**src/rtl/intr_ctrl.sv**
```systemverilog
// N-source interrupt controller: latches, masks and prioritises requests onto one INTR/INT_ACK pair.
// Serviced source and vector are frozen from ACK until software writes EOI.
module intr_ctrl #(
  parameter int          NUM_SRC   = 8,
  parameter logic [31:0] VEC_BASE  = 32'h0000_0200,
  parameter int          VEC_SHIFT = 2
) (
  input  logic               sys_clk,
  input  logic               reset,
  input  logic [NUM_SRC-1:0] irq_in,
  input  logic               IO_cs,
  input  logic               IO_rd,
  input  logic               IO_wr,
  input  logic [4:0]         io_addr,
  input  logic [31:0]        io_din,
  output logic [31:0]        io_dout,
  output logic               INTR,
  input  logic               INT_ACK,
  output logic [31:0]        int_vec
);

  // state   | meaning
  // IDLE    | no request outstanding
  // REQ     | INTR asserted, waiting for INT_ACK
  // SERVICE | source acknowledged, waiting for EOI write
  typedef enum logic [1:0] {IDLE, REQ, SERVICE} state_t;

  state_t             state, state_n;
  logic [NUM_SRC-1:0] irq_q, pend, mask, mode;
  logic [NUM_SRC-1:0] pend_n, act, rise, w1c, ack_clr;
  logic [7:0]         win, vec_idx;
  logic [2:0]         idx;
  logic               wr, rd, ack_go, eoi_go;
  logic [31:0]        rd_data;
  logic               unused_bits;

  assign idx         = io_addr[4:2];
  assign wr          = IO_cs & IO_wr;
  assign rd          = IO_cs & IO_rd;
  assign act         = pend & mask;
  assign INTR        = (state == REQ);
  assign unused_bits = ^{io_addr[1:0], io_din};

  always_comb begin
    win = 8'd0;
    for (int i = NUM_SRC - 1; i >= 0; i--) begin
      if (act[i]) win = 8'(i);
    end
  end

  always_comb begin
    state_n = state;
    ack_go  = 1'b0;
    eoi_go  = 1'b0;
    case (state)
      IDLE:    if (act != '0) state_n = REQ;
      REQ: begin
        if (INT_ACK) begin
          state_n = SERVICE;
          ack_go  = 1'b1;
        end else if (act == '0) begin
          state_n = IDLE;
        end
      end
      SERVICE: begin
        if (wr && idx == 3'd4) begin
          state_n = IDLE;
          eoi_go  = 1'b1;
        end
      end
      default: state_n = IDLE;
    endcase
  end

  // Edge bits: a new rising edge beats W1C/ACK clears in the same cycle. Level bits track irq_q.
  always_comb begin
    rise    = irq_in & ~irq_q;
    w1c     = (wr && idx == 3'd0) ? io_din[NUM_SRC-1:0] : '0;
    ack_clr = ack_go ? (NUM_SRC'(1) << win) : '0;
    pend_n  = (mode & (rise | (pend & ~w1c & ~ack_clr))) | (~mode & irq_q);
  end

  always_comb begin
    rd_data = 32'd0;
    case (idx)
      3'd0:    rd_data = 32'(pend);
      3'd1:    rd_data = 32'(mask);
      3'd2:    rd_data = 32'(mode);
      3'd3:    rd_data = {(state == SERVICE), 23'd0, vec_idx};
      default: rd_data = 32'd0;
    endcase
  end

  always_ff @(posedge sys_clk) begin
    if (reset) begin
      state   <= IDLE;
      irq_q   <= '0;
      pend    <= '0;
      mask    <= '0;
      mode    <= '0;
      vec_idx <= 8'd0;
      int_vec <= 32'd0;
      io_dout <= 32'd0;
    end else begin
      state <= state_n;
      irq_q <= irq_in;
      pend  <= pend_n;
      if (wr && idx == 3'd1) mask <= io_din[NUM_SRC-1:0];
      if (wr && idx == 3'd2) mode <= io_din[NUM_SRC-1:0];
      if (ack_go) begin
        vec_idx <= win;
        int_vec <= VEC_BASE + (32'(win) << VEC_SHIFT);
      end
      if (rd) io_dout <= rd_data;
    end
  end

endmodule

```
**config.mk**
```make
export PLATFORM = sky130hd
export DESIGN_NAME = intr_ctrl
export DESIGN_NICKNAME = d
export VERILOG_FILES = /design/src/rtl/intr_ctrl.sv
export SDC_FILE = /design/constraint.sdc
export NUM_CORES = 1
export LEC_CHECK = 0
export ABC_CLOCK_PERIOD_IN_PS = 1300
export BUFFER_PORTS_ARGS = -buffer_cell sky130_fd_sc_hd__buf_2
export CAP_MARGIN = 30
export CORE_ASPECT_RATIO = 0.7
export CORE_MARGIN = 2
export CORE_UTILIZATION = 42
export CTS_CLUSTER_SIZE = 30
export DETAILED_ROUTE_END_ITERATION = 16
export PLACE_DENSITY_LB_ADDON = 0.05
export SYNTH_ARGS = -nofsm -noshare
export SYNTH_HDL_FRONTEND = slang
export SYNTH_SLANG_ARGS = --single-unit
export TNS_END_PERCENT = 50
```
**constraint.sdc**
```tcl
create_clock -name sys_clk -period 1.3 [get_ports sys_clk]
set_input_delay 0.325 -clock sys_clk [delete_from_list [all_inputs] [get_ports sys_clk]]
set_output_delay 0.325 -clock sys_clk [all_outputs]
set_load 0.03 [all_outputs]
```
# ---- After elaboration in Yosys (flattened, before gate mapping)
# Cells that the tools add are included.
dict set report word_totals {
  ff_bits 106
  latchBits 0
  mem_bits_rw 0
  romBits 0
  out_inout_bits 65
  wordCells 60
  memories 0
}
dict set report classes {
  addsub 1
  multipliers 0
  div 0
  n_lt_le_gt_ge 0
  eq_ne 9
  shifts 1
  mux 18
  bitwise_logic 14
  reduce_logical 9
}
# cell n
set ops {}
lappend ops {{$pmux 32 s4} 1}
lappend ops {{$mux 8} 8}
lappend ops {{$and 8x8->8} 6}
lappend ops {{$not 8->8} 4}
lappend ops {{$or 8x8->8} 2}
lappend ops {{$add 10x10->11 const A} 1}
lappend ops {{$logic_not 8->1} 1}
lappend ops {{$mux 2} 4}
lappend ops {{$reduce_bool 8->1} 1}
lappend ops {{$shl 1x8->8 const A} 1}
lappend ops {{$eq 3x2->1 const B} 2}
lappend ops {{$mux 3} 2}
lappend ops {{$pmux 2 s3} 1}
lappend ops {{$logic_and 1x1->1} 4}
lappend ops {{$ne 2x2->1 const B} 2}
lappend ops {{$eq 3x1->1 const B} 1}
lappend ops {{$eq 3x3->1 const B} 1}
lappend ops {{$logic_not 3->1} 1}
lappend ops {{$ne 3x1->1 const B} 1}
lappend ops {{$reduce_and 3->1} 1}
lappend ops {{$and 1x1->1} 2}
lappend ops {{$eq 2x1->1 const B} 1}
lappend ops {{$eq 2x2->1 const B} 1}
lappend ops {{$logic_not 2->1} 1}
lappend ops {{$mux 1} 2}

# ---- Longest topological paths before layout
# Gate-level depths: netlist of the first run.
dict set report depth {
  ltp_word 16
  mapped_depth 6
}

# ---- Worst setup path after synthesis of the first run
# OpenSTA, ideal clock, no wires.
dict set report synth_timing {
  path_type {input-to-reg}
  start {input port io_addr[3]}
  end {register mask[5]}
  setup_time_ns 0.128
  t_arrival_ns 1.175
  t_required_ns 1.172
  slack_ns -0.003
  stages 6
  n_path_buf 2
  path_cell_list {and3b_1 > buf_4 > and3b_1 > buf_6 > mux2i_1 > nor2_1}
}
dict set report synth_via {
  elab_chain_len 2
}
# item line_no
set synth_lines {}
lappend synth_lines {{from (decl)} 14} ;# input logic [4:0] io_addr,
lappend synth_lines {{$eq 3x1->1} 108} ;# if (wr && idx == 3'd1) mask <= io_din[NUM_SRC-1:0];
lappend synth_lines {{$logic_and 1x1->1} 108}
lappend synth_lines {{to (signal assigned)} 108}
lappend synth_lines {{to (decl)} 29} ;# logic [NUM_SRC-1:0] irq_q, pend, mask, mode;
# Every way passes these cells.
# A chain may end at the register's enable or synchronous reset.

# ---- Worst setup path in the final report of the first run
dict set report layout_timing {
  start {register state[0]}
  end {output port INTR}
}
dict set report layout_via {
  elab_chain_len 1
}
# item line_no
set layout_lines {}
lappend layout_lines {{from (decl)} 28} ;# state_t state, state_n;
lappend layout_lines {{from (signal assigned)} 105} ;# state <= state_n;
lappend layout_lines {{$eq 2x1->1} 41} ;# assign INTR = (state == REQ);
lappend layout_lines {{to (decl)} 17} ;# output logic INTR,
# Every way passes these cells.

==> flow_metrics.tcl, run 1 <==
set metrics [dict create \
    p_per_area_mw_per_mm2 907 \
    synth-seq-cells 47 \
    drive_gt1_frac 0.302 \
    clockBufferDepth 2 \
    clock_latency_ns 0.29 \
    antenna_cells 0 \
    status "completed" \
    placed_area_sq_mm 0.00292 \
    worstPathRequired_ns 0.98 \
    first_pass_iters 4 \
    vias 2113 \
    maxCapViolCount 0 \
    hold_end "state[0]$_SDFFE_PP0P_" \
    synth_cells 298 \
    finalCritPeriodShare 0.991 \
    grt_pass1_vias 1756 \
    antenna_found_initial 0 \
    drt_iter0_markers 61 \
    htree_levels 2 \
    holdCritPathClass "input pin to flop" \
    seqCellArea_sq_um 962 \
    min_from "INT_ACK" \
    regToRegSetupSlack_ns 0.03 \
    tightest_slew_ns 0.582 \
    fillers 559 \
    route.detailed.drc 0 \
    fp.coreArea_sq_mm 0.00578 \
    hold_buffers 0 \
    synth_warnings 0 \
    synthTopCellsByArea "dfxtp_1 (37%), buf_4 (16%), mux2i_1 (8.2%)" \
    fin_crit_ns 1.29 \
    cts_setup_buffers 0 \
    place_ws_ns -0.149 \
    cts_tree "done" \
    grt_usage 0.178 \
    port-buffer-count 38 \
    p_leak_nw 1.44 \
    cts.sinks 47 \
    routedWlPerCell_um 13.7 \
    area_delta_synth_final_pct 22.3 \
    crit_arrival_ns 0.96 \
    pin_count 116 \
    dpl.hpwl_um 4570 \
    final_cell_mix "nor2_1 (51), conb_1 (51), buf_2 (37), dfxtp_1 (36), buf_4 (27)" \
    rows 23 \
    synth.top_cell.area_share 0.369 \
    maxSlewHeadroom 0.610 \
    grt_pass1_wl_um 9480 \
    r2r-start "pend[2]$_SDFF_PP0_" \
    multi_input_comb_area_sq_mm 0.00140 \
    final_antenna_net_count 0 \
    syn-cell-area_sq_mm 0.00255 \
    hold_violations 0 \
    post_synth.cell_area_avg_sq_um 8.56 \
    die-area_sq_mm 0.00672 \
    fin_cells 442 \
    grt_start_max_net_pins 25 \
    dp_cells 434 \
    die_h_um 69.2 \
    vias_per_cell 4.78 \
    grt.overflow.total 0 \
    synthFlopType "dfxtp_1" \
    r2r_end "io_dout[2]$_SDFFE_PP0P_" \
    worstSetupStartpointType "flop" \
    numCtsBuffers 5 \
    path_max_fanout 6 \
    synth_top_area_cell "dfxtp_1" \
    finalInstanceArea_sq_mm 0.00312 \
    worstHoldPathCells 2 \
    yosysUniqueCellTypes 36 \
    endpoint_kind "output port" \
    critical_path_class "flop to output port" \
    cts_root_buf "clkbuf_8" \
    synth-edff-count 0 \
    wirelength_um 6050 \
    ff2ff_path_depth 4 \
    drv_slew 0 \
    rsz0062_at_grt "yes" \
    ys_async_sr_fraction 0 \
    ir_drop_mv 0.469 \
    routabilityCongestion 0.776 \
    total_power_w 0.00283 \
    finClkSkew_ns 0.00674 \
    die_w_um 97.1 \
    final_nets 417 \
    setup_ws_ns 0.0115 \
    ys_seq_area_frac 0.369 \
    start_util 0.441 \
    fmax_ghz 0.776 \
    setup_viol 0 \
    path_clk_slew_ns 0.08 \
]
[routing by layer]
layer | vias to the layer above | track usage | wire, um
li1 | 1078 | - | -
met1 | 974 | 0.293 | 3210
met2 | 59 | 0.227 | 2480
met3 | 2 | 0.0433 | 340
met4 | 0 | 0.0376 | 22
met5 | - | 0 | 0
[metrics by stage]
stage / util / hold WS (ns) / TNS, ns
floorplan: - / 0.442 / 0
global placement: 0.504 / 0.436 / -1.91
detailed placement: 0.504 / 0.449 / -2.06
CTS: 0.523 / 0.248 / -0.0255
global route: 0.539 / 0.230 / -0.138
finish: 0.539 / 0.236 / 0
[cell type report]
| cell class | instances | share of cell area |
|---|---|---|
| Inverter | 14 | 0.0168 |
| Multi-Input combinational cell | 226 | 0.448 |
| Clock inverter | 1 | 0.00160 |
| Timing Repair Buffer | 72 | 0.170 |
| Sequential cell | 47 | 0.308 |
| Clock buffer | 7 | 0.0245 |
| Tap cell | 75 | 0.0301 |
[flip-flops by register name (all words and copies together) (netlist names)]
register  cells
vec_idx       2
mode          8
pend          8
io_dout       9
int_vec       2
mask          8
state         2
irq_q         8
[cells by family after synthesis]
logic type             share of synthesized area
buffers and inverters                      0.192
muxes                                      0.109
DFF                                        0.369
other                                    0.00147
AOI/OAI and AO/OA                          0.180
and+or+nand+nor                            0.149
[worst max-delay path by stage]
stage,startpoint,end,slack (ns),depth (start not counted)
final,state[0]$_SDFFE_PP0P_,INTR,0.01,2
after global routing,state[0]$_SDFFE_PP0P_,INTR,-0.05,2
after CTS,state[0]$_SDFFE_PP0P_,INTR,-0.02,2
after detailed placement,io_addr[2],io_dout[1]$_SDFFE_PP0P_,-0.15,4
after global placement,io_addr[2],io_dout[1]$_SDFFE_PP0P_,-0.14,4
after floorplan,io_addr[3],mask[5]$_SDFFE_PP0P_,0.0007,6
[timing repair]
item                       in CTS  in global routing
cloned                          0                  0
gates resized for setup         8                 29
setup endpoints to repair       9                 14
pin swaps                       0                  4
[worst max-delay path, cell delays in order (launching register included)]
cell and delay, ns:
dfxtp_4 0.38, nor2b_4 0.16, buf_6 0.13
[cell usage after synthesis, types with 2 or more instances]
| cell type | number |
|---|---|
| nand3b_1 | 3 |
| a21oi_1 | 7 |
| nand4_1 | 2 |
| inv_1 | 14 |
| o21bai_1 | 2 |
| buf_4 | 53 |
| a22oi_1 | 13 |
| nand3_1 | 4 |
| a211oi_1 | 3 |
| o2bb2ai_1 | 5 |
| a31oi_1 | 12 |
| o21ai_0 | 15 |
| nand2_1 | 10 |
| dfxtp_1 | 47 |
| clkbuf_1 | 5 |
| and3b_1 | 3 |
| a32oi_1 | 2 |
| nor2_1 | 51 |
| o21a_1 | 7 |
| mux4_2 | 3 |
| nor2b_1 | 2 |
| mux2i_1 | 21 |
[power by group]
part	internal, W	leakage (nW)	switching (W)
Combinational	0.000129	1.01	0.000339
Sequential	0.00147	0.388	0.0000317
Clock	0.000379	0.0422	0.000484
Total	0.00198	1.44	0.000854
Power figures use the tool's default switching activity.
==> run 2, diff against run 1 <==
Settings changed: RECOVER_POWER set to 50, REMOVE_ABC_BUFFERS set to 1.
==> run 2 against run 1 <==
Effect of this change:
- global-route usage is 0.77 points higher
- sequential power about the same
- setup slack gained 0.017 ns
- first-iteration DRC count is 20% higher
- sequential cell count is the same
- total power up 0.98%
- critical path depth is 3 higher
- non-clock buffer count increased by 10
- clock skew is essentially flat
- register-to-register slack about the same
==> flow_metrics.tcl, run 2 (same netlist as run 1, synthesis figures left out) <==
set metrics [dict create \
    grt_pass1_wl_um 9830 \
    vias 2174 \
    worstPathRequired_ns 1.47 \
    endpoint_kind "flop" \
    fin_crit_ns 1.27 \
    clock_latency_ns 0.30 \
    holdCritPathClass "input pin to flop" \
    final_antenna_net_count 0 \
    finClkSkew_ns 0.00674 \
    path_cells "a22oi_1 -> nand2_1 -> buf_4 -> nor2_1 -> a2111oi_0" \
    grtUsageMet3 0.0403 \
    grt_pass1_vias 1955 \
    place_ws_ns -0.139 \
    crit_arrival_ns 1.44 \
    fmax_ghz 0.786 \
    maxCapViolCount 0 \
    p_leak_nw 1.44 \
    drv_slew 0 \
    placed_area_sq_mm 0.00296 \
    htree_levels 2 \
    rows 23 \
    largest_reg_flops 9 \
    cpLargestDelayFamily "compound AO/OA/AOI/OAI gates" \
    die_h_um 69.2 \
    final_cell_mix "nor2_1 (52), conb_1 (51), dfxtp_1 (39), buf_2 (35), buf_4 (35)" \
    antenna_found_initial 0 \
    cp_slowest_stage_delay_ns 0.36 \
    met2_usage 0.284 \
    numCtsBuffers 5 \
    wirelength_um 6270 \
    cts.sinks 47 \
    setup_viol 0 \
    final_nets 427 \
    tns_ns 0 \
    ir_drop_mv 0.458 \
    layout_commonest_cell "nor2_1" \
    finalCritPeriodShare 0.978 \
    drive_gt1_frac 0.284 \
    cts_tree "done" \
    fillers 573 \
    grt_start_max_net_pins 16 \
    worst-path-buf-inv 1 \
    rsz0062_at_grt "yes" \
    routabilityCongestion 0.800 \
    worstSetupStartpointType "flop" \
    gr-max-usage-layer "met2" \
    drt_iter0_markers 73 \
    critical_path_class "flop to flop" \
    start_util 0.441 \
    fin_cells 452 \
    path_clk_slew_ns 0.09 \
    fin_util 0.531 \
    grt.overflow.total 0 \
    routedWlPerCell_um 13.9 \
    regMostFlops "io_dout" \
    route.detailed.drc 0 \
    p_per_area_mw_per_mm2 930 \
    clockBufferDepth 2 \
    fp.coreArea_sq_mm 0.00578 \
    die_w_um 97.1 \
    port-buffer-count 38 \
    grt_usage 0.185 \
    area_delta_synth_final_pct 20.5 \
    antenna_cells 0 \
    tightest_slew_ns 0.783 \
    status "completed" \
    first_pass_iters 4 \
    vias_per_cell 4.81 \
    cp_slowest_cell "dfxtp_4" \
    die-area_sq_mm 0.00672 \
    setup_ws_ns 0.0282 \
    grt_use_met1 0.264 \
    path_max_fanout 4 \
    dp_cells 443 \
    pin_count 116 \
    maxSlewHeadroom 0.476 \
    hold_violations 0 \
    dpl.hpwl_um 4780 \
    finalInstanceArea_sq_mm 0.00307 \
    cts_root_buf "clkbuf_8" \
]
[run 2: layout make-up]
type / instances / area, sq um / area share
inverters: 14 / 52.6 / 0.0171
clock buffers: 6 / 72.6 / 0.0236
clock inverters: 2 / 12.5 / 0.00407
flip-flops and latches: 47 / 953 / 0.310
multi-input cells: 226 / 1360 / 0.442
well taps: 75 / 93.8 / 0.0305
repair buffers: 82 / 528 / 0.172
[run 2: timing repair]
item	in CTS	in global routing
pin swaps	1	4
endpoints found under the setup margin	7	15
setup buffers	1	0
gates resized for setup	7	17
gates cloned	0	0
hold buffers	0	0
[run 2: path summary, 6_finish.rpt]
| kind | cells after the start | to | slack, ns | start |
|---|---|---|---|---|
| worst max register to register | 5 | state[0]$_SDFFE_PP0P_ | 0.03 | mask[0]$_SDFFE_PP0P_ |
| worst min register to register | 2 | io_dout[31]$_SDFFE_PP0P_ | 0.46 | io_dout[31]$_SDFFE_PP0P_ |
| worst min-delay path | 2 | state[0]$_SDFFE_PP0P_ | 0.24 | INT_ACK |
| worst max-delay path | 5 | state[0]$_SDFFE_PP0P_ | 0.03 | mask[0]$_SDFFE_PP0P_ |
[run 2: where the power goes]
part / total, W / leakage (nW) / internal (W) / switching, W
logic: 0.000472 / 1.01 / 0.000127 / 0.000346
registers: 0.00150 / 0.386 / 0.00147 / 0.0000268
clock network: 0.000888 / 0.0412 / 0.000377 / 0.000511
[run 2: metrics by stage]
step	hold slack, ns	power, W
after floorplan	0.392	0.00182
after global placement	0.440	0.00200
final	0.237	0.00286
after detailed placement	0.446	0.00200
after CTS	0.230	0.00289
after global routing	0.225	0.00299
[run 2: metal layers]
layer,vias to the layer above,part of all wire
met3,7,0.048
met4,0,0.013
met1,1001,0.50
met5,-,0
li1,1101,-
met2,65,0.43
